`src/rtl/pic186_pkg.sv`:
```
// Shared constants for the 80186-style interrupt controller: register word
// addresses (adr[4:1]), channel control layout and reset values.
package pic186_pkg;

  localparam logic [3:0] ADR_EOI    = 4'h1;  // 0x22
  localparam logic [3:0] ADR_MASK   = 4'h4;  // 0x28
  localparam logic [3:0] ADR_INSERV = 4'h6;  // 0x2C
  localparam logic [3:0] ADR_REQST  = 4'h7;  // 0x2E
  localparam logic [3:0] ADR_INTSTS = 4'h8;  // 0x30
  localparam logic [3:0] ADR_CTRL0  = 4'hC;  // 0x38, channel n at ADR_CTRL0+n

  localparam int PRI_W       = 3;
  localparam int CTL_W       = 5;
  localparam int EOI_NS_BIT  = 15;
  localparam int NMI_STS_BIT = 15;

  localparam logic [PRI_W-1:0] PRI_RST  = 3'b111;
  // One above the weakest priority: "nothing in service"
  localparam logic [PRI_W:0]   PRI_NONE = 4'd8;

  // Packing gives [2:0] pri, [3] mask, [4] level: the control register layout
  typedef struct packed {
    logic             level;
    logic             mask;
    logic [PRI_W-1:0] pri;
  } ctrl_t;

  localparam ctrl_t CTRL_RST = '{level: 1'b0, mask: 1'b1, pri: PRI_RST};

  function automatic logic [PRI_W:0] pri_ext(input logic [PRI_W-1:0] p);
    return {1'b0, p};
  endfunction

endpackage

```
`src/rtl/pic_sync_edge.sv`:
```
// Request synchroniser for an active-low async input, followed by a registered
// assertion-edge detector. o_level is the synced level delayed to align with o_rise.
module pic_sync_edge #(
  parameter int STAGES = 2
) (
  input  logic clk,
  input  logic reset_n,
  input  logic i_req_n,
  output logic o_level,
  output logic o_rise
);

  logic [STAGES-1:0] r_sync;
  logic              r_dly;
  logic              r_rise;

  always_ff @(posedge clk or negedge reset_n) begin
    if (!reset_n) begin
      r_sync <= '0;
      r_dly  <= 1'b0;
      r_rise <= 1'b0;
    end else begin
      r_sync <= {r_sync[STAGES-2:0], ~i_req_n};
      r_dly  <= r_sync[STAGES-1];
      r_rise <= r_sync[STAGES-1] & ~r_dly;
    end
  end

  assign o_level = r_dly;
  assign o_rise  = r_rise;

endmodule

```
`src/rtl/wb_pic186.sv`:
```
// 80186-style interrupt controller on a Wishbone slave port: maskable channels with
// priority, edge/level mode, nested in-service tracking, EOI, INTA vector and an NMI.
import pic186_pkg::*;

module wb_pic186 #(
  parameter int         NUM_IRQ     = 4,
  parameter int         SYNC_STAGES = 2,
  parameter logic [7:0] VEC_BASE    = 8'd12,
  parameter logic [7:0] NMI_VEC     = 8'd2
) (
  input  logic               clk,
  input  logic               reset_n,
  input  logic               wb_stb_i,
  input  logic               wb_cyc_i,
  input  logic               wb_we_i,
  input  logic [3:0]         wb_adr_i,
  input  logic [1:0]         wb_sel_i,
  input  logic [15:0]        wb_dat_i,
  output logic [15:0]        wb_dat_o,
  output logic               wb_ack_o,
  input  logic [NUM_IRQ-1:0] irq_n_i,
  input  logic               nmi_n_i,
  output logic               intr_o,
  input  logic               inta_i,
  output logic               nmi_o,
  input  logic               nmia_i,
  output logic [15:0]        vec_o
);

  // Handshake: a slave access is stb&cyc; ack rises one edge later for exactly one
  // cycle, and writes/read data are taken on that same edge.

  logic [NUM_IRQ-1:0] w_lvl, w_rise;
  logic               w_nmi_lvl, w_nmi_rise;

  for (genvar g = 0; g < NUM_IRQ; g++) begin : g_sync
    pic_sync_edge #(.STAGES(SYNC_STAGES)) u_sync (
      .clk     (clk),
      .reset_n (reset_n),
      .i_req_n (irq_n_i[g]),
      .o_level (w_lvl[g]),
      .o_rise  (w_rise[g])
    );
  end

  pic_sync_edge #(.STAGES(SYNC_STAGES)) u_sync_nmi (
    .clk     (clk),
    .reset_n (reset_n),
    .i_req_n (nmi_n_i),
    .o_level (w_nmi_lvl),
    .o_rise  (w_nmi_rise)
  );

  ctrl_t              r_ctrl [NUM_IRQ];
  logic [NUM_IRQ-1:0] r_pend, r_inserv;
  logic               r_nmi_pend, r_inta_d, r_nmia_d, r_intr, r_ack;
  logic [7:0]         r_vec;
  logic [15:0]        r_dat;

  logic               w_wr, w_rd, w_accept, w_any, w_inta_rise, w_nmia_rise;
  logic [PRI_W:0]     w_min_isr, w_best;
  logic [1:0]         w_isr_idx, w_win_idx;
  logic [NUM_IRQ-1:0] w_elig, w_isr_clr, w_isr_set;
  logic [15:0]        w_rdata;
  logic               w_unused;

  assign w_wr        = wb_stb_i & wb_cyc_i & wb_we_i & ~r_ack;
  assign w_rd        = wb_stb_i & wb_cyc_i & ~wb_we_i & ~r_ack;
  assign w_inta_rise = inta_i & ~r_inta_d;
  assign w_nmia_rise = nmia_i & ~r_nmia_d;
  assign w_unused    = &{1'b0, wb_dat_i[14:5], w_nmi_lvl};

  // Priority resolver: strongest in-service level gates all weaker-or-equal requests
  always_comb begin
    w_min_isr = PRI_NONE;
    w_isr_idx = '0;
    for (int n = 0; n < NUM_IRQ; n++) begin
      if (r_inserv[n] && (pri_ext(r_ctrl[n].pri) < w_min_isr)) begin
        w_min_isr = pri_ext(r_ctrl[n].pri);
        w_isr_idx = 2'(n);
      end
    end
    w_best    = PRI_NONE;
    w_win_idx = '0;
    w_elig    = '0;
    for (int n = 0; n < NUM_IRQ; n++) begin
      w_elig[n] = r_pend[n] & ~r_ctrl[n].mask & (pri_ext(r_ctrl[n].pri) < w_min_isr);
      if (w_elig[n] && (pri_ext(r_ctrl[n].pri) < w_best)) begin
        w_best    = pri_ext(r_ctrl[n].pri);
        w_win_idx = 2'(n);
      end
    end
  end

  assign w_any    = |w_elig;
  assign w_accept = w_inta_rise & w_any;

  // EOI and INSERV clears act on the old in-service set; acceptance is OR-ed in after
  always_comb begin
    w_isr_clr = '0;
    w_isr_set = '0;
    if (w_wr && (wb_adr_i == ADR_EOI)) begin
      for (int n = 0; n < NUM_IRQ; n++) begin
        if (wb_sel_i[1] && wb_dat_i[EOI_NS_BIT]) begin
          if (r_inserv[n] && (w_isr_idx == 2'(n))) w_isr_clr[n] = 1'b1;
        end else if (wb_sel_i[0] && (wb_dat_i[1:0] == 2'(n))) begin
          w_isr_clr[n] = 1'b1;
        end
      end
    end
    if (w_wr && (wb_adr_i == ADR_INSERV) && wb_sel_i[0])
      w_isr_clr = w_isr_clr | wb_dat_i[NUM_IRQ-1:0];
    for (int n = 0; n < NUM_IRQ; n++)
      if (w_accept && (w_win_idx == 2'(n))) w_isr_set[n] = 1'b1;
  end

  always_comb begin
    w_rdata = '0;
    case (wb_adr_i)
      ADR_MASK: for (int n = 0; n < NUM_IRQ; n++) w_rdata[n] = r_ctrl[n].mask;
      ADR_INSERV: w_rdata[NUM_IRQ-1:0] = r_inserv;
      ADR_REQST:  w_rdata[NUM_IRQ-1:0] = r_pend;
      ADR_INTSTS: w_rdata[NMI_STS_BIT] = r_nmi_pend;
      default: begin
        for (int n = 0; n < NUM_IRQ; n++)
          if (wb_adr_i == (ADR_CTRL0 + 4'(n))) w_rdata[CTL_W-1:0] = r_ctrl[n];
      end
    endcase
  end

  always_ff @(posedge clk or negedge reset_n) begin
    if (!reset_n) begin
      for (int n = 0; n < NUM_IRQ; n++) r_ctrl[n] <= CTRL_RST;
      r_pend     <= '0;
      r_inserv   <= '0;
      r_nmi_pend <= 1'b0;
      r_inta_d   <= 1'b0;
      r_nmia_d   <= 1'b0;
      r_intr     <= 1'b0;
      r_ack      <= 1'b0;
      r_dat      <= '0;
      r_vec      <= VEC_BASE;
    end else begin
      r_ack    <= wb_stb_i & wb_cyc_i & ~r_ack;
      r_dat    <= w_rd ? w_rdata : 16'h0000;
      r_inta_d <= inta_i;
      r_nmia_d <= nmia_i;
      r_intr   <= w_any;
      r_inserv <= (r_inserv & ~w_isr_clr) | w_isr_set;

      if (!inta_i && !nmia_i)  r_vec <= VEC_BASE + {6'd0, w_win_idx};
      else if (w_nmia_rise)    r_vec <= NMI_VEC;

      if (w_nmi_rise)          r_nmi_pend <= 1'b1;
      else if (w_nmia_rise)    r_nmi_pend <= 1'b0;

      for (int n = 0; n < NUM_IRQ; n++) begin
        if (w_wr && wb_sel_i[0]) begin
          if (wb_adr_i == ADR_MASK) r_ctrl[n].mask <= wb_dat_i[n];
          if (wb_adr_i == (ADR_CTRL0 + 4'(n))) r_ctrl[n] <= ctrl_t'(wb_dat_i[CTL_W-1:0]);
        end
        if (r_ctrl[n].level)                          r_pend[n] <= w_lvl[n];
        else if (w_rise[n])                           r_pend[n] <= 1'b1;
        else if (w_accept && (w_win_idx == 2'(n)))    r_pend[n] <= 1'b0;
      end
    end
  end

  assign wb_ack_o = r_ack;
  assign wb_dat_o = r_dat;
  assign intr_o   = r_intr;
  assign nmi_o    = r_nmi_pend;
  assign vec_o    = {8'h00, r_vec};

endmodule

```
`config.mk`:
```
export PLATFORM = sky130hd
export DESIGN_NAME = wb_pic186
export DESIGN_NICKNAME = d
export VERILOG_FILES = /design/src/rtl/pic186_pkg.sv /design/src/rtl/pic_sync_edge.sv /design/src/rtl/wb_pic186.sv
export SDC_FILE = /design/constraint.sdc
export NUM_CORES = 1
export LEC_CHECK = 0
export CELL_PAD_IN_SITES_DETAIL_PLACEMENT = 0
export CELL_PAD_IN_SITES_GLOBAL_PLACEMENT = 1
export CORE_MARGIN = 10
export CORE_UTILIZATION = 40
export CTS_CLUSTER_SIZE = 8
export DETAILED_ROUTE_END_ITERATION = 6
export HOLD_SLACK_MARGIN = 0.06
export PLACE_DENSITY = 0.78
export SLEW_MARGIN = 15
export SYNTH_ARGS = -nofsm -noshare
export SYNTH_HDL_FRONTEND = slang
export SYNTH_SLANG_ARGS = --single-unit
```
`constraint.sdc`:
```
create_clock -name clk -period 16.4 [get_ports clk]
set_input_delay 1.64 -clock clk [delete_from_list [all_inputs] [get_ports clk]]
set_output_delay 1.64 -clock clk [all_outputs]
set_load 0.01 [all_outputs]
```
==> results of run 1 <==
==> cells in the mapped netlist, types with 3 or more instances <==
cell	instances	area, sq um
a211o_1	4	35.0
a211oi_1	3	22.5
a21o_1	7	52.6
a21oi_1	27	135
a22o_1	4	35.0
a22oi_1	4	30.0
a31oi_1	5	31.3
and2_1	4	25.0
and3_1	6	37.5
buf_4	24	180
clkbuf_1	7	26.3
dfrtp_1	45	1130
dfstp_2	17	447
ha_1	17	213
inv_1	20	75.1
mux2_2	15	169
mux2i_1	8	80.1
nand2_1	51	191
nand2b_1	12	75.1
nand3_1	13	65.1
nand3b_1	4	30.0
nor2_1	19	71.3
nor2b_1	13	81.3
nor3_1	7	35.0
o21a_1	7	52.6
o21ai_0	21	105
o21ai_1	4	20.0
o22ai_1	6	37.5
==> metal layers <==
layer / GRT usage [%] / vias up / part of all wire [%]
met1: 19.8 / 1588 / 46
met2: 25.5 / 85 / 48
met3: 2.84 / 12 / 4.1
met4: 3.85 / 0 / 1.6
li1: - / 1596 / -
met5: 0 / - / 0
==> sequential cells by signal, summed over array words and instances, names as in the netlist, 3 cells and up <==
register and cells:
g_sync.u_sync.o_level 4, g_sync.u_sync.o_rise 4, g_sync.u_sync.r_sync 8, r_ctrl 20, r_inserv 4, r_pend 4, r_vec 3, wb_dat_o 6
==> power breakdown <==
part | switching [mW] | total (mW) | internal, mW
clock | 0.0586 | 0.148 | 0.0894
sequential | 0.0325 | 0.209 | 0.177
combinational | 0.193 | 0.330 | 0.136
total | 0.285 | 0.687 | 0.402
==> critical path: cells and delay by family (launching register included) <==
| kind | cells | cell delay, ns |
|---|---|---|
| adder cells (fa/ha/maj) | 7 | 2.02 |
| AND/OR/NAND/NOR | 12 | 2.64 |
| flip-flops | 1 | 0.62 |
| AO/OA/AOI/OAI | 19 | 5.29 |
| multiplexers | 1 | 0.33 |
| buffers and inverters | 1 | 0.14 |
==> stage by stage <==
stage               hold WS (ns)  utilization (%)  instance area (sq um)  power (mW)
global route               0.362             47.2                   4640       0.739
detailed placement         0.338             45.1                   4420       0.537
CTS                        0.358             47.2                   4640       0.689
floorplan                  0.331                -                   4130       0.452
finish                     0.353             47.2                   4640       0.687
global placement           0.333             45.1                   4420       0.533
==> cells by family after synthesis <==
kind of cell | share of synthesized area, %
fa+ha+maj | 5.77
simple gates | 18.5
mux | 7.25
flops | 38.8
compound gates | 21.8
other cells | 0.0925
buf+inv | 7.81
==> path summary, 6_finish.rpt <==
check	start	to	cells past startpoint
setup reg to reg	r_inserv[0]	r_pend[1]	40
min in group asynchronous	reset_n	r_inserv[3]	2
hold reg to reg	g_sync[0].u_sync.r_sync[0]	g_sync[0].u_sync.r_sync[1]	0
setup / recovery	r_inserv[0]	r_pend[1]	40
hold / removal	g_sync[0].u_sync.r_sync[0]	g_sync[0].u_sync.r_sync[1]	0
max in group asynchronous	reset_n	wb_dat_o[3]	2
==> area by class of cell <==
cell class	instances	area, sq um	share of cell area, %
inverters	21	78.8	1.70
flip-flops and latches	62	1570	33.9
well taps	133	166	3.59
clock buffers	12	145	3.13
multi-input cells	334	2240	48.4
repair buffers	37	363	7.82
clock inverters	4	70.1	1.51
==> out/qor.txt, run 1 <==
Clock root buffer = clkbuf_8
Leakage = 2.00 nW
Cells after Synth = 431
Resize count post-CTS = 0
Layout cells sized above 1 = 14.5%
Dpl ws = 5.36 ns
Clock transition at the registers of the reported paths = 0.07 ns
Post-CTS setup buffers = 0
Die area = 14600 sq um
Status = completed
Total CTS buffers = 9
Vias = 3281
R2R Setup Slk = 5.26 ns
Worst Setup End Kind = register
Post-route setup TNS = 0 ns
Clk_lat worst skew = 0.34 ns
Commonest non-fill, non-tap cell in the layout = nand2_1
Post-DRT Antenna Nets = 0
Final Max Slew Viols = 0
Setup slack after layout = 5.26 ns
Seq cells post-synth = 62
Max Cap Violations = 0
Initial antenna violation count = 0
Fillers = 998
Hold WC Path Type = reg2reg
CP max FO = 12
Vias in the first global route = 3420
Remaining Overflow, GRT = 0
Period utilization = 67.9%
Placed instance count = 587
H-tree depth = 3
Crit-path max cell delay = 0.72 ns
HPWL Detailed = 8230 microns
CTS tree = done
VDD IR-drop max = 82.1 uV
GPL Wtd Cong = 0.923
Yosys warns = 0
Starting Density = 41.3%
Arr. time, crit path = 11.36 ns
Final Setup Violations = 0
Endpoints failing hold = 0
Tot GR Track Use = 15.3%
CTS Buffer Depth = 2
Post-CTS Hold Buffers = 0
First-pass GRT wire length = 18000 microns
Layout Skew = 0.0104 ns
DR vias/cell = 5.44
Mean post-synth cell area = 9.41 sq um
1st-pass router iterations = 5
Port buffer count = 36
Top FF cell, synth = dfrtp_1
DRC = 0
ANT cells = 0
Largest net degree at the start of global routing = 63
Final net count = 516
Commonest non-fill, non-tap cells in the layout = nand2_1 (51), dfrtp_1 (45), clkdlybuf4s50_1 (35)
Crit-path slowest cell = nor3_1
Sequential fraction of the synthesis area = 38.8%
Required time worst endpoint = 16.61 ns
Total clock sinks = 62
Routed WL = 10800 microns
Num rows = 36
Final routed wire length divided by cell count = 17.9 microns
Ys async rst share = 100%
Layout Cells excl Fill = 603
Initial DRC Count = 255
Cell variety after synth = 73
Slew HR = 41.3%
RSZ-0062 raised after global routing = false
Fmax = 89.7 MHz
Worst slew pin tran = 0.873 ns
Crit path launch type = register
Number of flops mapped to enable cells by yosys = 0
Critical path class = reg2reg
DIE WIDTH = 121 microns
Core area = 9820 sq um
Post-Synthesis Cell Area = 4050 sq um
Ports = 69
Crit-path most repeated cell = ha_1
Fin crit period = 11.14 ns
Die Y = 121 microns
Area added between synthesis and finish = 14.4%
Power Dens Cells = 148 nW/um^2
No activity file was read; power rests on OpenSTA's default activity.
==> inputs of run 2 (changes only) <==
==> constraint.sdc (replaced) <==
create_clock -name clk -period 11.5 [get_ports clk]
set_input_delay 1.15 -clock clk [delete_from_list [all_inputs] [get_ports clk]]
set_output_delay 1.15 -clock clk [all_outputs]
set_load 0.01 [all_outputs]
==> run 2 against run 1 <==
  * First-iteration DRC count is 11% lower
  * Largest cell class unchanged
  * Critical path depth increased by 4
  * Highest routed layer unchanged
  * Wire length up 0.46%
  * Sequential power is 43% higher
==> out/qor.txt, run 2 (synthesis results as in run 1) <==
Status = completed
CP max FO = 12
Most flop-heavy register = r_ctrl
Crit path launch type = register
GPL Wtd Cong = 0.921
DR vias/cell = 5.45
Post-route setup TNS = 0 ns
CTS tree = done
Port buffer count = 36
Crit path max-delay family = compound AO/OA/AOI/OAI gates
NetSw = 0.408 mW
Commonest non-fill, non-tap cells in the layout = nand2_1 (51), dfrtp_1 (45), clkdlybuf4s50_1 (35)
Remaining Overflow, GRT = 0
Clk_lat worst skew = 0.34 ns
Hold WC Path Type = reg2reg
Starting Density = 41.3%
Period utilization = 93.4%
Max reg flops = 20
VDD IR-drop max = 116 uV
1st-pass router iterations = 4
Slew HR = 47.0%
Initial DRC Count = 227
Clock root buffer = clkbuf_8
Buf+Inv Stages, Crit Path = 2
Setup slack after layout = 0.759 ns
DRC = 0
Critical path class = reg2reg
Die Y = 121 microns
Clock transition at the registers of the reported paths = 0.07 ns
Power Dens Cells = 205 nW/um^2
Commonest non-fill, non-tap cell in the layout = nand2_1
Dpl ws = 0.890 ns
Final Setup Violations = 0
Post-CTS Hold Buffers = 0
H-tree depth = 3
Logic pwr share = 50.5%
Fillers = 981
Ports = 69
Internal power = 0.533 mW
Vias = 3291
Clock share of power = 17.8%
Num rows = 36
Leakage = 1.98 nW
Worst slew pin tran = 0.788 ns
Endpoints failing hold = 0
RSZ-0062 raised after global routing = false
HPWL Detailed = 8290 microns
Initial antenna violation count = 0
Area added between synthesis and finish = 13.5%
Crit-path max cell delay = 0.64 ns
Max Cap Violations = 0
Total clock sinks = 62
Required time worst endpoint = 11.71 ns
First-pass GRT wire length = 18000 microns
Total CTS buffers = 9
Layout Skew = 0.0127 ns
Final net count = 517
Tot GR Track Use = 15.2%
Post-DRT Antenna Nets = 0
Core area = 9820 sq um
Fmax = 93.1 MHz
DIE WIDTH = 121 microns
Fin crit period = 10.74 ns
Layout cells sized above 1 = 14.6%
Final routed wire length divided by cell count = 18.0 microns
Final Max Slew Viols = 0
Resize count post-CTS = 0
Part of the power in registers = 31.7%
Die area = 14600 sq um
Largest net degree at the start of global routing = 63
ANT cells = 0
Crit-path most repeated cell = ha_1
Worst Setup End Kind = register
Crit-path slowest cell = dfrtp_1
Routed WL = 10900 microns
Vias in the first global route = 3401
Arr. time, crit path = 10.95 ns
Finished Core Util = 46.8%
Switching part of the total = 43.3%
CTS Buffer Depth = 2
Post-CTS setup buffers = 0
[run 2: cell types whose count changed in the layout (fill, tap and decap cells not counted)]
cell / change
buf_4: +1
bufinv_16: -2
clkinv_2: +1
clkinvlp_4: +1
[run 2: area by class of cell]
class | instances | area (sq um) | share of cell area [%]
clock buffer | 12 | 145 | 3.16
clock inverter | 4 | 22.5 | 0.490
inverter | 21 | 78.8 | 1.71
multi-input combinational | 334 | 2240 | 48.8
sequential | 62 | 1570 | 34.2
tap | 133 | 166 | 3.62
timing repair buffer | 38 | 370 | 8.05
[run 2: final timing paths]
kind                                             from                    endpoint  slack (ns)  cells after the start
setup / recovery                          r_inserv[0]                   r_pend[1]        0.76                     44
hold / removal             g_sync[0].u_sync.r_sync[0]  g_sync[0].u_sync.r_sync[1]        0.35                      0
setup reg to reg                          r_inserv[0]                   r_pend[1]        0.76                     44
hold reg to reg            g_sync[0].u_sync.r_sync[0]  g_sync[0].u_sync.r_sync[1]        0.35                      0
max in group asynchronous                     reset_n                   r_pend[2]       10.02                      2
min in group asynchronous                     reset_n                    r_nmia_d        0.96                      2
[run 2: through the flow]
stage               std cells  instance area (sq um)  total power, mW  hold slack [ns]
floorplan                 452                   4130            0.644            0.331
global placement          588                   4430            0.765            0.333
detailed placement        588                   4430            0.774            0.336
CTS                       604                   4600            0.945            0.359
global route              604                   4600             1.02            0.361
finish                    604                   4600            0.941            0.354
[run 2: worst register-to-register path, delay by kind of cell, from the launching register on]
kind / cells / cell delay, ns
buffers and inverters: 2 / 0.34
DFF: 1 / 0.64
adders and majority gates: 7 / 2.01
muxes: 1 / 0.34
AOI/OAI and AO/OA: 22 / 5.70
and+or+nand+nor: 12 / 1.62
[run 2: metal layers]
metal / part of all wire [%] / vias up / track usage (%)
met2: 48 / 73 / 24.2
li1: - / 1597 / -
met4: 1.2 / 0 / 4.30
met5: 0 / - / 0
met1: 47 / 1611 / 20.6
met3: 4.1 / 10 / 3.02
[run 2: power groups by stage]
| stage | registers, mW | clock network (mW) | logic (mW) |
|---|---|---|---|
| finish | 0.298 | 0.167 | 0.476 |
| global route | 0.304 | 0.182 | 0.532 |
| CTS | 0.297 | 0.172 | 0.476 |
| detailed placement | 0.301 | 0 | 0.473 |
| global placement | 0.301 | 0 | 0.464 |
| floorplan | 0.276 | 0 | 0.368 |
==> inputs of run 3 (changes only) <==
--- a/config.mk
+++ b/config.mk
@@ -16,4 +16,5 @@
 export SLEW_MARGIN = 15
 export SYNTH_ARGS = -nofsm -noshare
 export SYNTH_HDL_FRONTEND = slang
+export SYNTH_HIERARCHICAL = 1
 export SYNTH_SLANG_ARGS = --single-unit
==> run 3 against run 2 <==
  * Die area rose by 1.6%
  * First-iteration DRC count rose by 2.2%
  * Sequential share of layout area fell by 0.55 points
  * Combinational power fell by 8.8%
  * Clock power rose by 11%
  * Clock-buffer cell count rose by 2
  * Cell count rose by 2.8%
  * Sequential power barely moved
  * Design area rose by 1.6%
  * Fmax rose by 4.9%
  * Clock skew fell by 0.0018 ns
  * Register-to-register slack improved by 0.50 ns
==> out/qor.txt, run 3 <==
Worst hold slack = 0.354 ns
Post-CTS setup buffers = 0
Fmax = 97.6 MHz
Resize count post-CTS = 0
Tot GR Track Use = 14.9%
Post-Synthesis Cell Area = 4130 sq um
Crit-path max cell delay = 0.66 ns
Setup slack after layout = 1.26 ns
1st-pass router iterations = 4
CTS tree = done
Initial DRC Count = 232
CP max FO = 14
DR vias/cell = 5.42
Post-CTS Hold Buffers = 0
Final Setup Violations = 0
Yosys top cell area share = 27.2%
Largest net degree at the start of global routing = 63
Post-DRT Antenna Nets = 0
Cell variety after synth = 73
Cell count along the critical path = 44
Clock root buffer = clkbuf_8
HPWL Detailed = 8310 microns
ANT cells = 0
Worst Setup End Kind = register
Area after DPL = 4490 sq um
Crit-path slowest cell = dfrtp_1
Layout Cells excl Fill = 621
Worst R2R Path Depth = 44
Final net count = 531
Arr. time, crit path = 10.46 ns
Endpoints failing hold = 0
Initial antenna violation count = 0
Power Dens Cells = 197 nW/um^2
Slew HR = 49.1%
Critical path class = reg2reg
Placed instance count = 605
Final routed wire length divided by cell count = 17.4 microns
Required time worst endpoint = 11.72 ns
Commonest cells in the netlist = dfrtp_1 (45), nand2_1 (45), inv_1 (30), o21ai_0 (30), a21oi_1 (28)
Vias in the first global route = 3356
DIE WIDTH = 122 microns
Vias = 3363
Crit path max-delay family = compound AO/OA/AOI/OAI gates
Total clock sinks = 62
Hold WC Path Type = reg2reg
Port buffer count = 36
Crit-path most repeated cell = ha_1
First-pass GRT wire length = 17600 microns
Dpl ws = 1.37 ns
Routed WL = 10800 microns
Remaining Overflow, GRT = 0
Top FF cell, synth = dfrtp_1
H-tree depth = 3
Leakage = 1.95 nW
GPL Wtd Cong = 0.879
Starting Density = 40.6%
Area added between synthesis and finish = 13.1%
Ports = 69
Commonest non-fill, non-tap cells in the layout = nand2_1 (45), dfrtp_1 (45), clkdlybuf4s50_1 (35)
Clk_lat worst skew = 0.33 ns
Max Cap Violations = 0
Status = completed
Number of flops mapped to enable cells by yosys = 0
VDD IR-drop max = 92.4 uV
Crit path launch type = register
Post-route cell area = 4670 sq um
Clock transition at the registers of the reported paths = 0.07 ns
Most flop-heavy register = r_ctrl
Cells after Synth = 448
Synth top area cells = dfrtp_1 (27%), dfstp_2 (11%), ha_1 (5.1%)
Period utilization = 89.1%
Layout cells sized above 1 = 13.4%
DRC = 0
Fin crit period = 10.24 ns
Die area = 14800 sq um
Hold Path Depth = 0
Ys async rst share = 100%
Cell taking the most area after synthesis = dfrtp_1
Die Y = 122 microns
Pwr Total = 0.920 mW
Buf+Inv Stages, Crit Path = 4
Core area = 10200 sq um
Mean post-synth cell area = 9.22 sq um
Num rows = 37
Finished Core Util = 45.9%
Sequential fraction of the synthesis area = 38.1%
Yosys warns = 6
Post-route setup TNS = 0 ns
RSZ-0062 raised after global routing = false
Final Max Slew Viols = 0
Worst slew pin tran = 0.763 ns
Total CTS buffers = 9
Seq cells post-synth = 62
CTS Buffer Depth = 2
Layout Skew = 0.0109 ns
Max reg flops = 20
## run 3: cell types whose count changed in the layout (fill, tap and decap cells not counted), sizes merged, moves of 4 or more
cell	previous run	this run
inv	21	30
nand2	51	45
o211ai	1	5
mux2	17	9
o21ai	25	36
## run 3: layout make-up
cell class	instances	area (sq um)
clock inverter	2	35.0
inverter	30	113
sequential	62	1570
timing repair buffer	37	363
multi-input combinational	340	2270
tap	136	170
fill	993	5510
clock buffer	14	153
## run 3: worst paths after layout
kind | slack [ns] | end | from
hold reg to reg | 0.35 | g_sync[3].u_sync/r_sync[1] | g_sync[3].u_sync/r_sync[0]
max in group asynchronous | 10.01 | wb_dat_o[2] | reset_n
min in group asynchronous | 0.98 | r_nmia_d | reset_n
setup reg to reg | 1.26 | r_pend[2] | r_inserv[0]
hold / removal | 0.35 | g_sync[3].u_sync/r_sync[1] | g_sync[3].u_sync/r_sync[0]
setup / recovery | 1.26 | r_pend[2] | r_inserv[0]
## run 3: logic make-up after synthesis
kind of cell,Yosys count,synth area share [%]
DFF,62,38.1
AOI/OAI and AO/OA,145,25.3
muxes,15,4.21
other,1,0.0907
adders and majority gates,17,5.15
and+or+nand+nor,141,18.3
buffers and inverters,67,8.96
## run 3: where the power goes
part           switching [mW]  leakage [nW]  internal [mW]
Combinational           0.255          1.14          0.178
Sequential             0.0484         0.719          0.251
Clock                  0.0799        0.0947          0.106
## run 3: layer usage
metal	GRT usage, %	routed length [microns]	share of wire, %	vias to the layer above
met5	0	0	0	-
met3	3.05	499	4.6	14
li1	-	-	-	1630
met2	25.7	5460	51	82
met4	5.37	163	1.5	0
met1	18.1	4690	43	1637
